File: config.mk
export PLATFORM = sky130hd
export DESIGN_NAME = apb_gpio_v2
export DESIGN_NICKNAME = d
export VERILOG_FILES = /design/src/rtl/apb_gpio_v2.sv
export SDC_FILE = /design/constraint.sdc
export NUM_CORES = 1
export LEC_CHECK = 0
export ABC_AREA = 0
export CAP_MARGIN = 5
export CELL_PAD_IN_SITES_DETAIL_PLACEMENT = 0
export CELL_PAD_IN_SITES_GLOBAL_PLACEMENT = 2
export CORE_MARGIN = 4
export CORE_UTILIZATION = 36
export CTS_CLUSTER_SIZE = 16
export DETAILED_ROUTE_END_ITERATION = 10
export PLACE_DENSITY_LB_ADDON = 0.3
export SETUP_SLACK_MARGIN = 0.3
export SYNTH_ARGS = -nofsm -noshare
export SYNTH_HDL_FRONTEND = slang
export SYNTH_SLANG_ARGS = --single-unit
File: constraint.sdc
create_clock -name HCLK -period 2 [get_ports HCLK]
set_input_delay 0.4 -clock HCLK [delete_from_list [all_inputs] [get_ports HCLK]]
set_output_delay 0.4 -clock HCLK [all_outputs]
set_load 0.1 [all_outputs]
File: src/rtl/apb_gpio_v2.sv
// APB GPIO controller: parametrised pin count, sticky W1C interrupt status,
// atomic OUT set/clear/toggle and per-pin input debounce. Zero wait states.
`timescale 1ns/1ps
module apb_gpio_v2 #(
  parameter int APB_ADDR_WIDTH = 12,
  parameter int NUM_GPIO       = 32,
  parameter int DEBOUNCE_W     = 8
) (
  input  logic                      HCLK,
  input  logic                      HRESETn,
  input  logic [APB_ADDR_WIDTH-1:0] PADDR,
  input  logic [31:0]               PWDATA,
  input  logic                      PWRITE,
  input  logic                      PSEL,
  input  logic                      PENABLE,
  output logic [31:0]               PRDATA,
  output logic                      PREADY,
  output logic                      PSLVERR,
  input  logic [NUM_GPIO-1:0]       gpio_in,
  output logic [NUM_GPIO-1:0]       gpio_out,
  output logic [NUM_GPIO-1:0]       gpio_dir,
  output logic [2*NUM_GPIO-1:0]     gpio_mux,
  output logic                      interrupt
);

  logic [3:0]          idx;
  logic                access;
  logic                wr;
  logic [NUM_GPIO-1:0] wdata;
  logic                unused;

  logic [NUM_GPIO-1:0] fun0, fun1, dir, out_r, inten, type0, type1, status, dben;
  logic [DEBOUNCE_W-1:0] dbcnt;

  logic [NUM_GPIO-1:0] sync0, sync1, filt, prev;
  logic [NUM_GPIO-1:0][DEBOUNCE_W-1:0] cnt;
  logic [NUM_GPIO-1:0] evt, w1c;
  logic [31:0]         rd;

  assign idx    = PADDR[5:2];
  assign access = PSEL & PENABLE;
  assign wr     = access & PWRITE;
  assign wdata  = PWDATA[NUM_GPIO-1:0];
  assign unused = ^{PADDR, PWDATA};

  assign PREADY    = 1'b1;
  assign PSLVERR   = access & (idx[3] & idx[2] & idx[1]);
  assign gpio_out  = out_r;
  assign gpio_dir  = dir;
  assign gpio_mux  = {fun1, fun0};
  assign interrupt = |status;

  // Event select by {INTTYPE1, INTTYPE0}: level high, level low, rise, fall.
  assign evt = inten & ((~type1 & ~type0 & filt) |
                        (~type1 &  type0 & ~filt) |
                        ( type1 & ~type0 & filt & ~prev) |
                        ( type1 &  type0 & ~filt & prev));
  assign w1c = (wr && idx == 4'd8) ? wdata : '0;

  always_ff @(posedge HCLK or negedge HRESETn) begin
    if (!HRESETn) begin
      fun0   <= '0;
      fun1   <= '0;
      dir    <= '0;
      out_r  <= '0;
      inten  <= '0;
      type0  <= '0;
      type1  <= '0;
      status <= '0;
      dben   <= '0;
      dbcnt  <= '0;
    end else begin
      if (wr) begin
        case (idx)
          4'd0:    fun0  <= wdata;
          4'd1:    fun1  <= wdata;
          4'd2:    dir   <= wdata;
          4'd4:    out_r <= wdata;
          4'd5:    inten <= wdata;
          4'd6:    type0 <= wdata;
          4'd7:    type1 <= wdata;
          4'd9:    out_r <= out_r | wdata;
          4'd10:   out_r <= out_r & ~wdata;
          4'd11:   out_r <= out_r ^ wdata;
          4'd12:   dben  <= wdata;
          4'd13:   dbcnt <= PWDATA[DEBOUNCE_W-1:0];
          default: ;
        endcase
      end
      // A new event in the same cycle as a W1C keeps the bit set.
      status <= (status & ~w1c) | evt;
    end
  end

  always_ff @(posedge HCLK or negedge HRESETn) begin
    if (!HRESETn) begin
      sync0 <= '0;
      sync1 <= '0;
      filt  <= '0;
      prev  <= '0;
      cnt   <= '0;
    end else begin
      sync0 <= gpio_in;
      sync1 <= sync0;
      prev  <= filt;
      for (int i = 0; i < NUM_GPIO; i++) begin
        if (!dben[i]) begin
          filt[i] <= sync1[i];
          cnt[i]  <= '0;
        end else if (sync1[i] == filt[i]) begin
          cnt[i] <= '0;
        end else if (cnt[i] == dbcnt) begin
          filt[i] <= sync1[i];
          cnt[i]  <= '0;
        end else begin
          cnt[i] <= cnt[i] + DEBOUNCE_W'(1);
        end
      end
    end
  end

  always_comb begin
    rd = '0;
    case (idx)
      4'd0:    rd[NUM_GPIO-1:0]   = fun0;
      4'd1:    rd[NUM_GPIO-1:0]   = fun1;
      4'd2:    rd[NUM_GPIO-1:0]   = dir;
      4'd3:    rd[NUM_GPIO-1:0]   = filt;
      4'd4:    rd[NUM_GPIO-1:0]   = out_r;
      4'd5:    rd[NUM_GPIO-1:0]   = inten;
      4'd6:    rd[NUM_GPIO-1:0]   = type0;
      4'd7:    rd[NUM_GPIO-1:0]   = type1;
      4'd8:    rd[NUM_GPIO-1:0]   = status;
      4'd12:   rd[NUM_GPIO-1:0]   = dben;
      4'd13:   rd[DEBOUNCE_W-1:0] = dbcnt;
      default: rd = '0;
    endcase
  end

  assign PRDATA = rd;

endmodule

# After elaboration in Yosys (flattened, before gate mapping)
# Cells that the tools add are included.
[totals]
reg_bits = 680
output_inout_bits = 163
word_cells = 521
[classes]
addsub = 32
n_eq_ne = 141
n_mux = 196
n_bitwise = 30
n_reduce_logical = 45
[op_table]
columns = ["op", "n"]
rows = [
  ["8-bit 2-to-1 mux", 96],
  ["32-bit bitwise AND", 13],
  ["8-bit by 1-bit adder with 8-bit output, second input constant", 32],
  ["8-bit == test", 32],
  ["24-bit one-hot mux with 10 select lines", 1],
  ["32-bit inverter", 6],
  ["32-bit bitwise OR", 5],
  ["32-bit one-hot mux with 4 select lines", 1],
  ["1-bit 2-to-1 mux", 96],
  ["8-bit one-hot mux with 11 select lines", 1],
  ["2-bit AND reduction", 41],
  ["2-bit by 1-bit inequality test with 1-bit output, second input constant", 32],
  ["2-bit inequality test, second input constant", 32],
  ["1-bit == test", 32],
  ["32-bit 2-to-1 mux", 1],
  ["32-bit OR reduction", 1],
  ["32-bit XOR", 1],
  ["4-bit == test, second input constant", 6],
  ["4-bit by 3-bit == test with 1-bit output, second input constant", 4],
  ["4-bit by 2-bit == test with 1-bit output, second input constant", 2],
  ["1-bit bitwise AND", 5],
  ["4-bit by 1-bit == test with 1-bit output, second input constant", 1],
  ["4-bit logical NOT", 1],
  ["4-bit nonzero test", 1],
  ["1-bit logical AND", 1],
]

# Logic depth before layout (Yosys ltp)
[logic_depth]
depth_word = 8
mapped_depth = 8
ltp_nobuf = 6

# Worst setup path before layout
# OpenSTA, ideal clock, no wires.
[synth_path]
path_kind = "in2out"
from = "in PADDR[4]"
to = "out PRDATA[14]"
t_arrival_ps = 3059
required_ps = 1600
setup_slack_ps = -1459
stages = 7
path_buffers = 3
cell_sequence = "buf_2 buf_2 nor2b_1 clkbuf_1 and3_1 a31oi_1 o221ai_1"
[synth_between]
elab_chain_cells = 2
[synth_rtl]
columns = ["element", "line", "rtl"]
rows = [
  ["start: declaration", "11", "input logic [APB_ADDR_WIDTH-1:0] PADDR,"],
  ["4-bit == test (tied with other cells)", "124", "case (idx)"],
  ["24-bit one-hot mux with 10 select lines *", "124", ""],
  ["end: declaration", "16", "output logic [31:0] PRDATA,"],
]
# Every way passes the cells marked *; elsewhere a longest branch is shown, timed or not.

# Worst setup path after layout
[layout_path]
from = "reg fun0[6]"
to = "out PRDATA[6]"
[layout_between]
elab_chain_cells = 1
[layout_rtl]
columns = ["element", "line", "rtl"]
rows = [
  ["start: declaration", "32", "logic [NUM_GPIO-1:0] fun0, fun1, dir, out_r, inten, type0, type1, status, dben;"],
  ["start signal: assignment", "75", "4'd0: fun0 <= wdata;"],
  ["8-bit one-hot mux with 11 select lines", "124", ""],
]
# Every way passes these cells.

==> flow_summary.toml <==
[clock_tree]
cts_htree_levels = 3
clkLatencyLatePin_ns = 0.64
cts-root-buf = "clkbuf_16"
clkTransAtPathRegs_ns = 0.06
cts_buffer_depth = 3
cts_inserted_buffers = 79
clock-sinks = 680
cts_tree = "done"

[worst_setup_path]
r2r-start = "dbcnt[0]"
worstPathMaxFanout = 2
startpoint = "fun0[6]"
cp_cell_sequence = "mux2_4 > a22oi_2 > o22a_1 > o211ai_1 > buf_12"
ff2ff_path_depth = 9
r2r_slack_ns = -0.02
critPathRequiredTime_ns = 1.60
cp-endpoint = "PRDATA[6]"
max_stage_delay_ns = 0.45
r2r-end = "filt[29]"
crit_slowest_cell = "dfrtp_1"
critical_path_class = "flip-flop to output pin"
startpoint_type = "flip-flop"
cp-end-kind = "output pin"
arrival_ns = 2.16

[timing]
fmax_mhz = 390
tightestPinTransition_ns = 0.662
relSlewSlack_pct = 55.8
period_share_pct = 128
fin_ws_ns = -0.562
hold_violations = 0
setup_viol = 37
min_period_ns = 2.56
slew_violations = 0
rsz0062_at_grt = "yes"
fin_skew_ns = 0.0296

[synth]
ys_async_sr_fraction_pct = 100
synth_top_area_share_pct = 49.8
mappedNetlistArea_um2 = 34100
yosysMostFrequentCell = "dfrtp_1"
synth.avg_cell_area_um2 = 10.7
synth_top_family_by_area = "XOR/XNOR gates"
synth_compound_area_share_pct = 10.0
synth_cell_types = 63
synth_seq_area_share_pct = 49.8
synthAdderAreaFrac_pct = 3.52
synth_common_cells = "680 x dfrtp_1, 300 x nor2_1, 291 x xnor2_1"
syn_inst = 3196
synth_xor_area_share_pct = 13.2
yosysTopAreaCell = "dfrtp_1"
synth_nets = 3373
muxShareOfSynthArea_pct = 7.04
synth_warnings = 0
synthSimpleGateAreaFrac_pct = 13.2
synthFlopType = "dfrtp_1"
synth_area_leaders = "dfrtp_1 50%, xnor2_1 7.5%, xor2_1 5.7%"
synth_edf_count = 0
synth-seq-cells = 680

[power]
ir_drop_v = 0.000487
p_sw_uw = 16800
clock_power_share_pct = 32.7
swShare_pct = 35.2
p_seq_share_pct = 36.6
p_int_uw = 31000
p_leak_uw = 0.0208
power_uw = 47800
power.density_nw_per_um2 = 988
combPwrFrac_pct = 30.6

[global_route]
grt_pass1_vias = 27700
track_usage_pct = 24.6
grt_antenna_before_repair = 0
overflow = 0
grt_max_degree = 73
grt_pass1_wl_um = 184000

[route]
routedWlPerCell_um = 24.0
drc = 0
postRouteAntennaNets = 0
drt_first_pass_iters = 6
vias = 27600
drt_iter0_drc = 2226
finalWirelength_um = 124000
viasPerCell = 5.35

[run_status]
violations = "negative setup slack"
outcome = "finished, violations left"

[die]
die_area_um2 = 99800
io_pins = 244
start_util_pct = 36.4
fp-row-count = 112
die_h_um = 316
die_w_um = 316
core_area_um2 = 93700

[final_layout]
fin_util_pct = 51.6
drive_above_1_share_pct = 32.5
syn_to_final_growth_pct = 41.6
nets = 4010

[job]
maxCapViolCount = 0

[placed_design]
numPortBuffers = 234
gp_congestion = 0.955
dpl.hpwl_um = 87300

[hold_path]
hold_class = "input pin to flip-flop"
-- worst max-delay path, delay by kind of cell (launching register included) --
| family | cells | cell delay, ns |
|---|---|---|
| AO/OA/AOI/OAI | 3 | 0.53 |
| flip-flops | 1 | 0.45 |
| buffers and inverters | 1 | 0.25 |
| multiplexers | 1 | 0.30 |
-- cells by family after synthesis --
logic type,after synthesis
flip-flops,680
multiplexers,214
other,1
AO/OA/AOI/OAI,512
adder cells (fa/ha/maj),96
AND/OR/NAND/NOR,919
buffers and inverters,260
XOR/XNOR,514
-- registers in the layout (all words and copies together), names as in the netlist --
register	count
type1	32
inten	32
dben	32
fun1	32
dbcnt	8
sync1	32
type0	32
filt	32
gpio_out	32
prev	32
sync0	32
status	32
cnt	256
fun0	32
gpio_dir	32
-- area by class of cell --
type / instances / area [µm²]
inverters: 111 / 417
well taps: 1254 / 1570
clock inverters: 38 / 484
repair buffers: 704 / 8860
multi-input cells: 2257 / 17500
clock buffers: 110 / 2360
flip-flops and latches: 680 / 17100
diodes: 2 / 5.00
fillers: 8116 / 45400
-- layout by cell type, fill, tap and decap left out, types with 69 or more instances in the layout --
cell / n
clkbuf_16: 89
buf_4: 326
o21ai_0: 123
nor2_1: 259
dfrtp_2: 95
buf_6: 72
nand4_1: 69
inv_1: 110
buf_12: 203
dfrtp_1: 585
xor2_1: 223
mux2_2: 123
nand2_1: 165
xnor2_1: 229
ha_1: 96
nand3_1: 159
-- power groups by stage --
| stage | Combinational, µW | Sequential [µW] | Clock [µW] |
|---|---|---|---|
| global route | 15400 | 17600 | 16600 |
| global placement | 12700 | 17600 | 0 |
| CTS | 14200 | 17400 | 16000 |
| detailed placement | 12900 | 17600 | 0 |
| floorplan | 4740 | 19500 | 0 |
| finish | 14600 | 17500 | 15600 |
-- repair_timing --
item,4_1_cts,5_1_grt
endpoints found under the hold margin,36,0
hold buffers,1,0
gates resized for setup,330,132
endpoints found under the setup margin,189,448
cloned,15,1
buffers inserted,48,23
pin swaps,147,113
-- how the worst min path moves through the flow --
| stage | start | end | slack, ns | cells past startpoint |
|---|---|---|---|---|
| after floorplan | HRESETn | cnt[0] | 0.10 | 0 |
| after global placement | sync0[17] | sync1[17] | 0.33 | 0 |
| after detailed placement | HRESETn | prev[11] | 0.34 | 1 |
| after CTS | gpio_in[26] | sync0[26] | 0.17 | 1 |
| after global routing | gpio_in[18] | sync0[18] | 0.19 | 1 |
| final | gpio_in[26] | sync0[26] | 0.21 | 1 |
-- per-layer routing --
layer	up-vias	wire, µm	GRT usage [%]
met1	14000	56700	35.7
met4	0	4190	7.75
met2	958	55300	38.0
li1	12400	-	-
met3	201	7750	3.41
met5	-	0	0
-- metrics by stage --
step	instance area [µm²]	hold slack, ns	setup TNS [ns]	cells	setup slack [ns]
global placement	42700	0.334	-55.80	4918	-0.522
floorplan	34900	0.104	-19.78	3196	-1.03
detailed placement	42700	0.336	-61.45	4918	-0.545
finish	48400	0.211	-14.94	5156	-0.562
CTS	47500	0.167	-16.25	5130	-0.582
global route	48400	0.193	-21.07	5154	-0.608
No activity file was read; power rests on OpenSTA's default activity.
